$ cat config.mk
export PLATFORM = sky130hd
export DESIGN_NAME = flu_wb_sched
export DESIGN_NICKNAME = d
export VERILOG_FILES = /design/src/rtl/flu_wb_sched.sv
export SDC_FILE = /design/constraint.sdc
export NUM_CORES = 1
export LEC_CHECK = 0
export CORE_ASPECT_RATIO = 0.8
export CORE_MARGIN = 1.5
export CORE_UTILIZATION = 43
export DETAILED_ROUTE_END_ITERATION = 8
export PLACE_DENSITY = 0.88
export SLEW_MARGIN = 20
export SYNTH_ARGS = -nofsm -noshare
export SYNTH_HDL_FRONTEND = slang
export SYNTH_SLANG_ARGS = --single-unit
$ cat constraint.sdc
create_clock -name clk_i -period 6.2 [get_ports clk_i]
set_input_delay 1.86 -clock clk_i [delete_from_list [all_inputs] [get_ports clk_i]]
set_output_delay 1.86 -clock clk_i [all_outputs]
set_load 0.02 [all_outputs]
$ cat src/rtl/flu_wb_sched.sv
// FLU writeback scheduler: arbitrates single-cycle, MUL and DIV results onto one port.
// Define FLU_WB_PERF_EN to build the issue-stall cycle counter.
module flu_wb_sched #(
   parameter int unsigned TRANS_ID_BITS = 3,
   parameter int unsigned XLEN          = 64,
   parameter int unsigned MUL_LATENCY   = 1
) (
   input  logic                     clk_i,
   input  logic                     rst_i,
   input  logic                     flush_i,
   input  logic                     issue_valid_i,
   input  logic [1:0]               issue_fu_i,
   input  logic                     issue_is_div_i,
   input  logic [TRANS_ID_BITS-1:0] issue_trans_id_i,
   output logic                     issue_ready_o,
   input  logic [XLEN-1:0]          sc_result_i,
   input  logic [XLEN-1:0]          mul_result_i,
   input  logic                     div_done_i,
   input  logic [XLEN-1:0]          div_result_i,
   output logic                     div_start_o,
   output logic                     div_kill_o,
   output logic                     wb_valid_o,
   output logic [1:0]               wb_src_o,
   output logic [TRANS_ID_BITS-1:0] wb_trans_id_o,
   output logic [XLEN-1:0]          wb_result_o,
   output logic [31:0]              perf_stall_cnt_o
);

   typedef enum logic [1:0] {IDLE, DIV_BUSY, DIV_HOLD} state_t;

   localparam logic [1:0] FU_MDU  = 2'd3;
   localparam logic [1:0] SRC_SC  = 2'd0;
   localparam logic [1:0] SRC_MUL = 2'd1;
   localparam logic [1:0] SRC_DIV = 2'd2;

   state_t state, state_nxt;

   logic [MUL_LATENCY-1:0]                    mul_vld;
   logic [MUL_LATENCY-1:0][TRANS_ID_BITS-1:0] mul_id;
   logic [TRANS_ID_BITS-1:0]                  div_id;
   logic [XLEN-1:0]                           div_buf;

   logic live, mul_tail, mul_empty, done;
   logic is_mdu, is_sc, is_mul, is_div;
   logic sc_ok, mul_ok, div_ok, ready;
   logic mul_acc, div_acc;

   assign live      = !rst_i && !flush_i;
   assign mul_tail  = mul_vld[MUL_LATENCY-1];
   assign mul_empty = ~|mul_vld;
   assign done      = div_done_i && (state == DIV_BUSY);

   assign is_mdu = (issue_fu_i == FU_MDU);
   assign is_sc  = issue_valid_i && !is_mdu;
   assign is_mul = issue_valid_i && is_mdu && !issue_is_div_i;
   assign is_div = issue_valid_i && is_mdu && issue_is_div_i;

   // Single-cycle ops only win the port when no older result wants it.
   assign sc_ok  = (state != DIV_HOLD) && !mul_tail && !done;
   assign mul_ok = (state == IDLE);
   assign div_ok = (state == IDLE) && mul_empty;
   assign ready  = live && ((is_sc && sc_ok) || (is_mul && mul_ok) ||
                            (is_div && div_ok));

   assign issue_ready_o = ready;
   assign mul_acc       = ready && is_mul;
   assign div_acc       = ready && is_div;
   assign div_start_o   = div_acc;
   assign div_kill_o    = !rst_i && flush_i && (state == DIV_BUSY);

   always_ff @(posedge clk_i) begin
      if (rst_i) state <= IDLE;
      else       state <= state_nxt;
   end

   always_comb begin
      state_nxt = state;
      unique case (state)
         IDLE:     if (div_acc) state_nxt = DIV_BUSY;
         DIV_BUSY: if (done) state_nxt = mul_tail ? DIV_HOLD : IDLE;
         DIV_HOLD: state_nxt = IDLE;
         default:  state_nxt = IDLE;
      endcase
      if (flush_i) state_nxt = IDLE;
   end

   always_comb begin
      wb_valid_o    = 1'b0;
      wb_src_o      = SRC_SC;
      wb_trans_id_o = '0;
      wb_result_o   = '0;
      if (live) begin
         if (state == DIV_HOLD) begin
            wb_valid_o    = 1'b1;
            wb_src_o      = SRC_DIV;
            wb_trans_id_o = div_id;
            wb_result_o   = div_buf;
         end else if (mul_tail) begin
            wb_valid_o    = 1'b1;
            wb_src_o      = SRC_MUL;
            wb_trans_id_o = mul_id[MUL_LATENCY-1];
            wb_result_o   = mul_result_i;
         end else if (done) begin
            wb_valid_o    = 1'b1;
            wb_src_o      = SRC_DIV;
            wb_trans_id_o = div_id;
            wb_result_o   = div_result_i;
         end else if (ready && is_sc) begin
            wb_valid_o    = 1'b1;
            wb_src_o      = SRC_SC;
            wb_trans_id_o = issue_trans_id_i;
            wb_result_o   = sc_result_i;
         end
      end
   end

   always_ff @(posedge clk_i) begin
      if (rst_i || flush_i) begin
         mul_vld <= '0;
         mul_id  <= '0;
         div_buf <= '0;
         div_id  <= '0;
      end else begin
         for (int i = MUL_LATENCY - 1; i > 0; i--) begin
            mul_vld[i] <= mul_vld[i-1];
            mul_id[i]  <= mul_id[i-1];
         end
         mul_vld[0] <= mul_acc;
         mul_id[0]  <= mul_acc ? issue_trans_id_i : '0;
         if (div_acc) div_id <= issue_trans_id_i;
         // Divider finished under a MUL tail: park it for next cycle.
         if (done && mul_tail) div_buf <= div_result_i;
      end
   end

`ifdef FLU_WB_PERF_EN
   logic [31:0] stall_cnt;

   always_ff @(posedge clk_i) begin
      if (rst_i) begin
         stall_cnt <= '0;
      end else if (issue_valid_i && !ready && (stall_cnt != 32'hFFFF_FFFF)) begin
         stall_cnt <= stall_cnt + 32'd1;
      end
   end

   assign perf_stall_cnt_o = stall_cnt;
`else
   assign perf_stall_cnt_o = 32'd0;
`endif

endmodule
Word-level counts from Yosys, hierarchy flattened
Index checks and enable logic that the tools add are counted.
- logic and storage cells: 67
- input port bits: 203
- flip-flop bits (word level): 73
- output and inout port bits: 105
- bitwise operators: 1
- muxes and demuxes: 23
- reductions and logical operators: 32
- eq/ne operators: 6
- operator list (cell ; number):
    $mux W64 ; 5
    $logic_and A1 B1 Y1 ; 19
    $mux W3 ; 5
    $mux W2 ; 7
    $logic_not A1 Y1 ; 6
    $ne A2 B2 Y1 const B ; 3
    $mux W1 ; 5
    $eq A2 B2 Y1 const B ; 2
    $pmux W2 S2 ; 1
    $reduce_or A2 Y1 ; 2
    $logic_or A1 B1 Y1 ; 3
    $eq A2 B1 Y1 const B ; 1
    $logic_not A2 Y1 ; 1
    $reduce_and A2 Y1 ; 1
    $not A1 Y1 ; 1

Depth between registers and ports, before layout
- depth in word-level cells: 14
- mapped depth: 7
- mapped depth without buffers: 3

Least setup slack after synthesis
OpenSTA, ideal clock, no wires.
- kind: input to output
- start: input flush_i
- end: output div_start_o
- stages: 4
- arrival: 3176 ps
- slack: 1164 ps
- buffers on the path: 2
- data required time: 4340 ps
- cell sequence: or2_2 > buf_2 > buf_1 > nor4_1
- cells in the longest elaborated chain, start to end: 4
- RTL lines (what ; RTL line ; RTL):
    start: declaration ; 10 ; input logic flush_i,
    $logic_not A1 Y1 ; 48 ; assign live = !rst_i && !flush_i;
    $logic_and A1 B1 Y1 ; 48 ;
    $logic_and A1 B1 Y1 ; 62 ; assign ready = live && ((is_sc && sc_ok) || (is_mul && mul_ok) ||
    $logic_and A1 B1 Y1 ; 67 ; assign div_acc = ready && is_div;
    end: declaration ; 20 ; output logic div_start_o,
No other way between the ends.

Worst setup path in the final report
- start: input div_done_i
- end: output wb_result_o[7]
- cells in the longest elaborated chain, start to end: 13
- RTL lines (what ; RTL line ; RTL):
    start: declaration ; 18 ; input logic div_done_i,
    $logic_and A1 B1 Y1 * ; 51 ; assign done = div_done_i && (state == DIV_BUSY);
    $logic_not A1 Y1 ; 59 ; assign sc_ok = (state != DIV_HOLD) && !mul_tail && !done;
    $logic_and A1 B1 Y1 ; 59 ;
    $logic_and A1 B1 Y1 ; 62 ;
    $logic_or A1 B1 Y1 (2 in a row) ; 62 ;
    $logic_and A1 B1 Y1 ; 62 ;
    $logic_and A1 B1 Y1 ; 108 ; end else if (ready && is_sc) begin
    $mux W64 ; 108 ;
    $mux W64 * ; 103 ; end else if (done) begin
    $mux W64 * ; 98 ; end else if (mul_tail) begin
    $mux W64 * ; 93 ; if (state == DIV_HOLD) begin
    $mux W64 * ; 92 ; if (live) begin
    end: declaration ; 25 ; output logic [XLEN-1:0] wb_result_o,
Every way passes the cells marked *; elsewhere a longest branch is shown, timed or not.

==> results.txt <==
CORE AREA = 12300 sq um
sw frac = 23.8%
Worst Path Arrival = 4150 ps
RSZ-0062 raised after global routing = false
library cells used by synthesis = 32
Setup Fix Bufs, Post-CTS = 0
grt met3 use = 6.84%
hold_buf cts = 0
clk_skew = 8.09 ps
met1 Usage GRT = 32.8%
DRT Pass-1 Iters = 5
Relative slew margins = 39.6%
ys flop type = dfxtp_1
Post-DRT Antenna Nets = 0
Die H = 104 um
initial antenna violation count = 0
Crit. End Element = primary output
TNS Setup = 0 ps
Pwr per Cell Area = 150 nW/um^2
Routed WL per cell = 17.1 um
routability cong. = 0.858
Nets = 1180
Hold Path Class = reg2reg
switching pwr = 0.308 mW
Tcrit/Tclk final = 97.0%
CP Class = in2out
Slew @ Worst Pin = 906 ps
Max IR drop VDD = 0.000134 V
Reg2Reg Depth = 4
CP max FO = 30
synthesized instance count = 748
die width = 130 um
vias in the first global route = 6059
Combinational Power Share = 21.6%
clock network power share = 42.0%
share of cells above drive strength 1 = 6.12%
GRT Total Usage = 28.0%
Pleak = 3.21 nW
CP Launch Type = primary input
CTS Sinks = 73
# setup viols final = 0
sequential area share after synthesis = 26.5%
EDFF count, synth = 0
clk_lat worst skew = 330 ps
CTS H-tree depth = 3
initial DRC count = 347
Final HPWL DP = 13.9 mm
Avg Vias per Cell = 5.48
first-pass GRT wire length = 30.2 mm
clk buf depth = 2
area grow syn2layout = 55.6%
Ports = 308
grt met2 use = 49.8%
Synth Cell Area = 5520 sq um
die area = 13500 sq um
GRT Residual Overflow = 0
largest net degree at the start of global routing = 49
WHS Path Cells = 2
Starting Density = 44.7%
busiest grt layer = met2
CTS buffer count = 9
Pins Over Slew Limit = 0
Max-Cap Viols = 0
final design utilization = 69.5%
Std-Cell Rows = 36
via count = 6312
hold slack final = 452 ps
post-CTS sizing = 0
fmax = 166 MHz
sequential share of power = 36.5%
Final Hold Fails = 0
clock-pin slew on the worst setup and hold paths = 50 ps
Seq cells post-synth = 73
CTS tree = yes
most frequent cells in the layout = clkdlybuf4s50_1 (275), nand2_1 (202), dfxtp_1 (72)
CTS root buf = clkbuf_16
Ant. Diodes = 0
internal power = 0.983 mW
input/output buffers = 275
Worst Path Required = 4340 ps
number of remaining DRC errors = 0
Detailed Route WL = 19.7 mm
Final Power = 1.29 mW
Post-synth ARST share = 0%
Ys Warns = 0
status = complete, no violations
syn avg cell area = 7.38 sq um
commonest non-fill, non-tap cell in the layout = clkdlybuf4s50_1
Final min period = 6010 ps
## worst max-delay path: stages
cell             delay, ps
clkdlybuf4s50_1        530
and3b_2                390
buf_12                 230
nand2_1                 70
a311oi_1               360
clkdlybuf4s50_1        680
## synthesized netlist by cell type (4+ instances only)
master | n | area, sq um
a311oi_1 | 48 | 420
dfxtp_1 | 73 | 1460
nor2_1 | 4 | 15.0
buf_1 | 12 | 45.0
nand2b_1 | 69 | 432
buf_6 | 4 | 45.0
a311oi_2 | 19 | 285
a21oi_1 | 66 | 330
mux2i_1 | 70 | 701
nand3_1 | 67 | 335
buf_2 | 18 | 90.1
clkbuf_1 | 33 | 124
buf_4 | 39 | 293
nand2_1 | 202 | 758
## through the flow
| step | worst slack [ps] | cells | instance area [sq um] |
|---|---|---|---|
| 5_1_grt | 102 | 1151 | 8580 |
| 3_3_place_gp | 206 | 1137 | 8280 |
| 3_5_place_dp | 171 | 1137 | 8280 |
| 2_1_floorplan | 1160 | 779 | 5630 |
| 4_1_cts | 172 | 1151 | 8580 |
| 6_report | 185 | 1151 | 8580 |
## power by group through the flow
stage | registers (mW) | clock network, mW | logic, mW
final | 0.471 | 0.542 | 0.279
after CTS | 0.471 | 0.552 | 0.277
after global routing | 0.471 | 0.574 | 0.293
after detailed placement | 0.481 | 0 | 0.276
after floorplan | 0.480 | 0 | 0.111
after global placement | 0.481 | 0 | 0.274
## kinds of logic (layout without fill, tap and decap cells)
family / Yosys count / in the layout / synth area share, %
compound gates: 137 / 137 / 19.4
buf+inv: 107 / 308 / 10.9
simple gates: 360 / 360 / 30.4
flops: 73 / 73 / 26.5
mux: 70 / 70 / 12.7
other cells: 1 / 32 / 0.0680
## worst paths after layout
| kind | from | to | slack [ps] |
|---|---|---|---|
| worst max register to register | mul_tail$_SDFF_PN0_ | div_buf[46]$_SDFFE_PN0P_ | 3460 |
| worst min register to register | div_buf[28]$_SDFFE_PN0P_ | div_buf[28]$_SDFFE_PN0P_ | 450 |
| worst max-delay path | div_done_i | wb_result_o[7] | 190 |
| worst min-delay path | div_buf[28]$_SDFFE_PN0P_ | div_buf[28]$_SDFFE_PN0P_ | 450 |
## registers in the layout, summed over array words and instances, names as in the netlist
signal	cells
div_buf	64
div_id	3
mul_id	3
mul_tail	1
state	2
## per-layer routing
layer  part of all wire [%]  wire [um]  vias to the layer above
met5                      0          0                        -
met4                    1.4        284                        0
met3                    8.4       1660                       27
met2                     50       9860                      284
met1                     40       7860                     2992
li1                       -          -                     3009
## area by class of cell
type | instances | area (sq um)
fill | 1051 | 3760
multi-input combinational | 599 | 3600
timing repair buffer | 294 | 3010
sequential | 73 | 1460
clock buffer | 11 | 233
tap | 171 | 214
clock inverter | 3 | 67.6
(Power assumes the default switching activity.)
